==> src/rtl/debounce_bank_pkg.sv <==
// Shared constants and width helpers for the debounce bank.
// Optional auto-repeat is controlled by the DEBOUNCE_REPEAT_EN macro (see db_channel).
package debounce_bank_pkg;

    localparam int DB_CHANNELS_DEFAULT     = 2;
    localparam int DB_TICK_DIV_DEFAULT     = 100000;
    localparam int DB_STABLE_TICKS_DEFAULT = 8;
    localparam int DB_REPEAT_DELAY_DEFAULT = 500;
    localparam int DB_REPEAT_RATE_DEFAULT  = 100;

    // Width of a counter that must hold values 0..max_val.
    function automatic int db_cnt_width(input int max_val);
        return (max_val < 1) ? 1 : $clog2(max_val + 1);
    endfunction

    function automatic int db_max(input int a, input int b);
        return (a > b) ? a : b;
    endfunction

endpackage

==> src/rtl/db_channel.sv <==
// One debounce channel: 2-FF synchroniser, tick-sampled stability filter, edge pulses.
// With DEBOUNCE_REPEAT_EN defined it also builds the held-button auto-repeat counter.
module db_channel
    import debounce_bank_pkg::*;
#(
    parameter int STABLE_TICKS = DB_STABLE_TICKS_DEFAULT
`ifdef DEBOUNCE_REPEAT_EN
    ,
    parameter int REPEAT_DELAY = DB_REPEAT_DELAY_DEFAULT,
    parameter int REPEAT_RATE  = DB_REPEAT_RATE_DEFAULT
`endif
) (
    input  logic clk,
    input  logic rst,
    input  logic i_tick,
    input  logic i_raw,
    output logic o_level,
    output logic o_rise,
    output logic o_fall,
    output logic o_repeat
);

    localparam int                STAB_W    = db_cnt_width(STABLE_TICKS);
    localparam logic [STAB_W-1:0] STAB_LAST = STAB_W'(STABLE_TICKS - 1);

    logic              r_sync0;
    logic              r_sync1;
    logic [STAB_W-1:0] r_stab_cnt;
    logic [STAB_W-1:0] w_stab_cnt_next;
    logic              r_level;
    logic              w_level_next;
    logic              r_rise;
    logic              w_rise_next;
    logic              r_fall;
    logic              w_fall_next;
    logic              w_differs;
    logic              w_accept;

    always_ff @(posedge clk or posedge rst) begin
        if (rst) begin
            r_sync0 <= 1'b0;
            r_sync1 <= 1'b0;
        end else begin
            r_sync0 <= i_raw;
            r_sync1 <= r_sync0;
        end
    end

    assign w_differs = (r_sync1 != r_level);
    assign w_accept  = i_tick && w_differs && (r_stab_cnt == STAB_LAST);

    // Any sample matching the current level restarts the run of differing samples.
    always_comb begin
        w_stab_cnt_next = r_stab_cnt;
        w_level_next    = r_level;
        w_rise_next     = 1'b0;
        w_fall_next     = 1'b0;
        if (w_accept) begin
            w_level_next    = ~r_level;
            w_stab_cnt_next = '0;
            w_rise_next     = ~r_level;
            w_fall_next     = r_level;
        end else if (i_tick) begin
            if (!w_differs) begin
                w_stab_cnt_next = '0;
            end else begin
                w_stab_cnt_next = r_stab_cnt + 1'b1;
            end
        end
    end

    always_ff @(posedge clk or posedge rst) begin
        if (rst) begin
            r_stab_cnt <= '0;
            r_level    <= 1'b0;
            r_rise     <= 1'b0;
            r_fall     <= 1'b0;
        end else begin
            r_stab_cnt <= w_stab_cnt_next;
            r_level    <= w_level_next;
            r_rise     <= w_rise_next;
            r_fall     <= w_fall_next;
        end
    end

    assign o_level = r_level;
    assign o_rise  = r_rise;
    assign o_fall  = r_fall;

`ifdef DEBOUNCE_REPEAT_EN
    localparam int               REP_W     = db_cnt_width(db_max(REPEAT_DELAY, REPEAT_RATE));
    localparam logic [REP_W-1:0] REP_DELAY = REP_W'(REPEAT_DELAY);
    localparam logic [REP_W-1:0] REP_RATE  = REP_W'(REPEAT_RATE);

    logic [REP_W-1:0] r_rep_cnt;
    logic [REP_W-1:0] w_rep_cnt_next;
    logic [REP_W-1:0] w_rep_inc;
    logic [REP_W-1:0] w_rep_limit;
    logic             r_rep_armed;
    logic             w_rep_armed_next;
    logic             r_repeat;
    logic             w_repeat_next;

    // First interval is REPEAT_DELAY ticks, later ones REPEAT_RATE; the
    // counter only advances while the accepted level is already high.
    always_comb begin
        w_rep_cnt_next   = r_rep_cnt;
        w_rep_armed_next = r_rep_armed;
        w_repeat_next    = 1'b0;
        w_rep_inc        = r_rep_cnt + 1'b1;
        w_rep_limit      = r_rep_armed ? REP_RATE : REP_DELAY;
        if (!r_level || w_accept) begin
            w_rep_cnt_next   = '0;
            w_rep_armed_next = 1'b0;
        end else if (i_tick) begin
            if (w_rep_inc >= w_rep_limit) begin
                w_repeat_next    = 1'b1;
                w_rep_cnt_next   = '0;
                w_rep_armed_next = 1'b1;
            end else begin
                w_rep_cnt_next = w_rep_inc;
            end
        end
    end

    always_ff @(posedge clk or posedge rst) begin
        if (rst) begin
            r_rep_cnt   <= '0;
            r_rep_armed <= 1'b0;
            r_repeat    <= 1'b0;
        end else begin
            r_rep_cnt   <= w_rep_cnt_next;
            r_rep_armed <= w_rep_armed_next;
            r_repeat    <= w_repeat_next;
        end
    end

    assign o_repeat = r_repeat;
`else
    assign o_repeat = 1'b0;
`endif

endmodule

==> src/rtl/debounce_bank.sv <==
// Multi-channel debouncer/edge detector with a shared sample tick.
// Define DEBOUNCE_REPEAT_EN to build auto-repeat pulses; otherwise repeat_pulse is 0.
module debounce_bank
    import debounce_bank_pkg::*;
#(
    parameter int CHANNELS     = DB_CHANNELS_DEFAULT,
    parameter int TICK_DIV     = DB_TICK_DIV_DEFAULT,
    parameter int STABLE_TICKS = DB_STABLE_TICKS_DEFAULT,
    parameter int REPEAT_DELAY = DB_REPEAT_DELAY_DEFAULT,
    parameter int REPEAT_RATE  = DB_REPEAT_RATE_DEFAULT
) (
    input  logic                board_clk,
    input  logic                reset,
    input  logic [CHANNELS-1:0] in_raw,
    output logic [CHANNELS-1:0] level,
    output logic [CHANNELS-1:0] rise_pulse,
    output logic [CHANNELS-1:0] fall_pulse,
    output logic [CHANNELS-1:0] repeat_pulse
);

    localparam int                TICK_W    = db_cnt_width(TICK_DIV);
    localparam logic [TICK_W-1:0] TICK_LAST = TICK_W'(TICK_DIV - 1);

    generate
        if (CHANNELS < 1 || TICK_DIV < 2 || STABLE_TICKS < 1 ||
            REPEAT_DELAY < 1 || REPEAT_RATE < 1) begin : g_bad_params
            $error("debounce_bank: parameter out of range");
        end
    endgenerate

    logic [TICK_W-1:0] r_tick_cnt;
    logic              w_tick;

    assign w_tick = (r_tick_cnt == TICK_LAST);

    always_ff @(posedge board_clk or posedge reset) begin
        if (reset) begin
            r_tick_cnt <= '0;
        end else if (w_tick) begin
            r_tick_cnt <= '0;
        end else begin
            r_tick_cnt <= r_tick_cnt + 1'b1;
        end
    end

    genvar gi;
    generate
        for (gi = 0; gi < CHANNELS; gi++) begin : g_ch
            db_channel #(
                .STABLE_TICKS (STABLE_TICKS)
`ifdef DEBOUNCE_REPEAT_EN
                ,
                .REPEAT_DELAY (REPEAT_DELAY),
                .REPEAT_RATE  (REPEAT_RATE)
`endif
            ) u_ch (
                .clk      (board_clk),
                .rst      (reset),
                .i_tick   (w_tick),
                .i_raw    (in_raw[gi]),
                .o_level  (level[gi]),
                .o_rise   (rise_pulse[gi]),
                .o_fall   (fall_pulse[gi]),
                .o_repeat (repeat_pulse[gi])
            );
        end
    endgenerate

endmodule
==> config.mk <==
export PLATFORM = sky130hd
export DESIGN_NAME = debounce_bank
export DESIGN_NICKNAME = d
export VERILOG_FILES = /design/src/rtl/debounce_bank_pkg.sv /design/src/rtl/db_channel.sv /design/src/rtl/debounce_bank.sv
export SDC_FILE = /design/constraint.sdc
export NUM_CORES = 1
export LEC_CHECK = 0
export CAP_MARGIN = 20
export CORE_MARGIN = 4
export CORE_UTILIZATION = 28
export DETAILED_ROUTE_END_ITERATION = 7
export RECOVER_POWER = 100
export SLEW_MARGIN = 10
export SYNTH_ARGS = -nofsm -noshare
export SYNTH_HDL_FRONTEND = slang
export SYNTH_SLANG_ARGS = --single-unit
==> constraint.sdc <==
create_clock -name board_clk -period 2.56 [get_ports board_clk]
set_clock_uncertainty 0.1 [all_clocks]
set_input_delay 0.384 -clock board_clk [delete_from_list [all_inputs] [get_ports board_clk]]
set_output_delay 0.384 -clock board_clk [all_outputs]
set_load 0.05 [all_outputs]
-- Yosys cells after proc, flatten, opt, wreduce, memory -nomap -nowiden
Index checks and enable logic that the tools add are counted.
- reductions and logical operators: 6
- equality and inequality tests: 5
- add/subtract/negate cells: 3
- bitwise logic cells: 2
- muxes and demuxes: 11
- operator list (operator ; count):
    4-bit 2-to-1 mux ; 6
    17-bit by 1-bit adder with 17-bit output, second input constant ; 1
    17-bit equality test, second input constant ; 1
    17-bit 2-to-1 mux ; 1
    4-bit by 1-bit adder with 4-bit output, second input constant ; 2
    4-bit by 3-bit equality test with 1-bit output, second input constant ; 2
    1-bit logical AND ; 4
    1-bit 2-to-1 mux ; 4
    2-bit nonzero test ; 2
    1-bit inequality test ; 2
    1-bit inverter ; 2
- word-level logic and storage cells: 40
- input port bits: 4
- output and inout port bits: 8
- register bits after elaboration: 35

-- Logic depth before layout (Yosys ltp)
- word-level depth: 4
- gate-level depth with buffers: 7
- depth with buffers taken out: 5

-- Cells and area by module
Synthesis repeated with hierarchy kept, for this count alone.
- cells, all modules: 145
- area total of the unflattened synthesis: 1639.1 µm²
- by module, submodules not included (module ; cells each ; area an instance (µm²) ; seq. area each (µm²) ; times used):
    debounce_bank ; 75 ; 825.8 ; 425.4 ; 1
    db_channel ; 35 ; 406.6 ; 225.2 ; 2

-- Least setup slack after synthesis
No wires, ideal clock.
- kind: register to register
- start: reg r_tick_cnt[0]
- end: reg g_ch[1].u_ch.r_level
- stages on the path, launching flop included: 8
- period minus slack after synthesis: 1.846 ns
- buffers on the path: 2
- required time: 2.335 ns
- arrival: 1.621 ns
- setup time: 0.125 ns
- slack: 0.714 ns
- cells stage by stage: dfrtp_1 > ha_1 > and4_1 > buf_4 > and4_1 > buf_6 > nand2_4 > mux2_4
- word-level cells in the longest chain between the ends: 3
- RTL lines (what ; RTL line ; text):
    from (decl) ; debounce_bank.sv:31 ; logic [TICK_W-1:0] r_tick_cnt;
    from (signal assigned) ; debounce_bank.sv:42 ; r_tick_cnt <= r_tick_cnt + 1'b1;
    17-bit equality test ; debounce_bank.sv:34 ; assign w_tick = (r_tick_cnt == TICK_LAST);
    1-bit logical AND (2 in series) ; db_channel.sv:50 ; assign w_accept = i_tick && w_differs && (r_stab_cnt == STAB_LAST);
    to (signal assigned) ; db_channel.sv:80 ; r_level <= w_level_next;
    to (decl) ; db_channel.sv:30 ; logic r_level;
Every way passes these cells.
A chain may end at the register's enable or synchronous reset.

-- Worst setup path after layout
- start: reg r_tick_cnt[0]
- end: reg g_ch[0].u_ch.r_level
- word-level cells in the longest chain between the ends: 3
- RTL lines (what ; RTL line):
    17-bit equality test ; debounce_bank.sv:34
    1-bit logical AND (2 in series) ; db_channel.sv:50
    to (signal assigned) ; db_channel.sv:80
    to (decl) ; db_channel.sv:30
Every way passes these cells.

==> flow_summary_export.csv <==
group,metric,value,unit
setup_path,critical_path.top_delay_family,"simple AND/OR/NAND/NOR gates",
logic_synthesis,netlist_top_cells_area,"dfrtp_1 (54%), xnor2_1 (5.4%), buf_4 (4.2%), o21ai_0 (3.7%), nand2_1 (3.5%)",
cts,postCtsSetupBuffers,0,
sta,timing.final.crit_period,2137,ps
logic_synthesis,ys_warn_count,0,
place,place_hpwl,1.848,mm
grt,grt.busiest_layer,"met2",
cts,clk_latency,280,ps
detailed_routing,wirelength,2.650,mm
grt,grt_pass1_wl,4.705,mm
cts,cts_buffers,5,
floorplanning,die_area,7083,um^2
logic_synthesis,ys_types,35,
place,postPlaceCellArea,1749,um^2
sta,hold_slack,249.6,ps
cells_and_area,post-route-util,33.42,%
logic_synthesis,synth_edf_count,0,
flow_run,drv_cap,0,
cells_and_area,antenna_cells,0,
logic_synthesis,async_flop_share,100.0,%
floorplanning,initial_core_util,29.14,%
sta,tns,0,ps
cells_and_area,fin_nets,166,
grt,grt_pass1_vias,995,
floorplanning,fp-row-count,27,
cells_and_area,final_cell_area,1863,um^2
place,portBuffers,9,
sta,drv_slew,0,
logic_synthesis,synth_top_cell_by_area,"dfrtp_1",
detailed_routing,drtIter0Drc,61,
sta,relSlewSlack,42.70,%
grt,met1_usage,10.99,%
floorplanning,die_h,84.16,um
cells_and_area,fillers,577,
cts,cts_max_level,2,
pwr,p_leak,0.8161,nW
setup_path,crit_path_frequent_cell,"and4_1",
setup_path,end_kind,"flop",
setup_path,crit_arrival,2210,ps
floorplanning,core,5574,um^2
outcome,outcome,"completed",
setup_path,critPathKind,"reg2reg",
cts,clk_pin_slew,80,ps
sta,fmax,468.0,MHz
cts,clockBufferDepth,2,
setup_path,path_cells,"ha_1, and4_1, and4_1, and3_1, mux2_2",
floorplanning,die_w,84.16,um
grt,grt_use_met2,11.98,%
pwr,powerDensity,631.9,nW/um^2
pwr,irDropWorstVdd,0.2216,mV
setup_path,start_kind,"flop",
sta,rsz0062_at_grt,"no",
cts,cts_resized,0,
logic_synthesis,synth_top_area_share,53.93,%
detailed_routing,num_vias,1040,
cells_and_area,drive_gt1_share,7.500,%
detailed_routing,drtAntennaViolNets,0,
place,gp_congestion,0.7513,
floorplanning,ioPinCount,12,
cts,clock-sinks,35,
cts,cts_tree,"yes",
logic_synthesis,syn_inst,150,
setup_path,cp_slowest_stage_delay,420,ps
detailed_routing,drc_errors,0,
sta,tightest_slew,859.5,ps
sta,hold_viol_final,0,
logic_synthesis,ys_seq_area_share,53.93,%
grt,grt_antenna_before_repair,0,
pwr,p_total,1.177,mW
logic_synthesis,syn_avg_cell_area,10.83,um^2
detailed_routing,wl_per_cell,11.42,um
grt,grtUsageMet3,3.533,%
setup_path,crit_required,2640,ps
sta,period_share,83.47,%
grt,grt_use_total,8.344,%
cts,clock_tree.root_cell,"clkbuf_8",
min_path,min_path_type,"reg2reg",
grt,grt_max_degree,36,
setup_path,path_buf_inv,0,
grt,overflow,0,
cells_and_area,area_growth_syn_to_layout,14.72,%
setup_path,slowest_stage,"and4_1",
logic_synthesis,ys.flop_type,"dfrtp_1",
detailed_routing,dr.pass1.iters,4,
setup_path,cp_max_fo,8,
cells_and_area,multiInputGateArea,650.6,um^2
sta,setup_viol_count_final,0,
cells_and_area,register_area,875.8,um^2
detailed_routing,vias_per_cell,4.483,
cts,postCtsHoldBufs,0,
logic_synthesis,syn_area,1624,um^2
logic_synthesis,ys_seq_elements,35,
[logic make-up (layout without fill, tap and decap cells)]
group / count (synthesis) / count (layout) / share of synthesized area, %
compound gates: 18 / 18 / 6.087
xor+xnor: 13 / 13 / 7.011
fa+ha+maj: 3 / 3 / 2.311
buf+inv: 13 / 22 / 5.701
flops: 35 / 35 / 53.93
mux: 3 / 3 / 2.234
other cells: 1 / 2 / 0.2309
simple gates: 64 / 64 / 22.50
[per-layer routing]
layer  routed length [um]  part of all wire [%]  vias to the layer above
met5                    0                     0                        -
met4                   41                   1.5                        0
met3                  128                   4.8                        5
met2                 1132                    43                       17
met1                 1348                    51                      490
li1                     -                     -                      528
[synthesized netlist by cell type (2+ instances only)]
library cell / count
nor2_1: 10
ha_1: 3
and3_1: 2
nand3_1: 8
buf_4: 9
buf_2: 2
nor3_1: 2
nor2b_1: 2
dfrtp_1: 35
nand2_1: 15
nor3b_1: 4
xnor2_1: 10
o21ai_0: 12
o31ai_1: 3
nand2b_1: 2
xor2_1: 3
a21oi_1: 2
and2_1: 2
nand4_1: 5
and4_1: 4
[worst paths after layout]
check	endpoint	slack, ps	cells past startpoint	startpoint
hold reg to reg	g_ch[0].u_ch.r_sync1$_DFF_PP0_	250	0	g_ch[0].u_ch.r_sync0$_DFF_PP0_
hold / removal	g_ch[0].u_ch.r_sync1$_DFF_PP0_	250	0	g_ch[0].u_ch.r_sync0$_DFF_PP0_
min in group asynchronous	g_ch[1].u_ch.o_rise$_DFF_PP0_	680	3	reset
setup / recovery	g_ch[0].u_ch.o_level$_DFFE_PP0P_	420	5	r_tick_cnt[0]$_DFF_PP0_
max in group asynchronous	r_tick_cnt[4]$_DFF_PP0_	1130	3	reset
setup reg to reg	g_ch[0].u_ch.o_level$_DFFE_PP0P_	420	5	r_tick_cnt[0]$_DFF_PP0_
[placed cells by master, fill, tap and decap left out, types with 3 or more instances in the layout]
cell / Yosys / final
ha_1: 3 / 3
dlygate4sd3_1: 0 / 9
nand2_1: 15 / 15
xor2_1: 3 / 3
clkbuf_1: 0 / 3
and4_1: 4 / 4
clkbuf_8: 0 / 5
xnor2_1: 10 / 10
nor3b_1: 4 / 4
o31ai_1: 3 / 3
dfrtp_1: 35 / 35
nor2_1: 10 / 10
o21ai_0: 12 / 12
nand4_1: 5 / 5
nand3_1: 8 / 9
[final cells by class]
type	instances	area share, %
tap	72	4.835
inverter	1	0.2015
clock buffer	5	3.694
clock inverter	3	3.627
timing repair buffer	13	5.709
multi-input combinational	103	34.92
sequential	35	47.01
[where the power goes]
group | internal, mW | leakage (nW) | switching, mW
clock network | 0.388 | 0.0644 | 0.205
registers | 0.556 | 0.465 | 0.00202
logic | 0.00627 | 0.286 | 0.0201
total | 0.950 | 0.816 | 0.227
[sequential cells by signal (all words and copies together) (netlist names)]
name / cells
g_ch.u_ch.r_stab_cnt: 8
g_ch.u_ch.o_rise: 2
g_ch.u_ch.r_sync0: 2
g_ch.u_ch.o_fall: 2
r_tick_cnt: 17
g_ch.u_ch.o_level: 2
g_ch.u_ch.r_sync1: 2
[worst register-to-register path: stages, from the launching register on]
cell,delay [ps]
dfrtp_1,380
ha_1,210
and4_1,370
and4_1,420
and3_1,210
mux2_2,330
[per-stage QoR]
step                      instances  worst slack, ps
after floorplan                 151            713.8
after global placement          224            470.7
after detailed placement        224            416.8
after CTS                       232            402.2
after global routing            232            296.3
final                           232            423.2
Note: power is estimated with default switching activity, not from simulation.
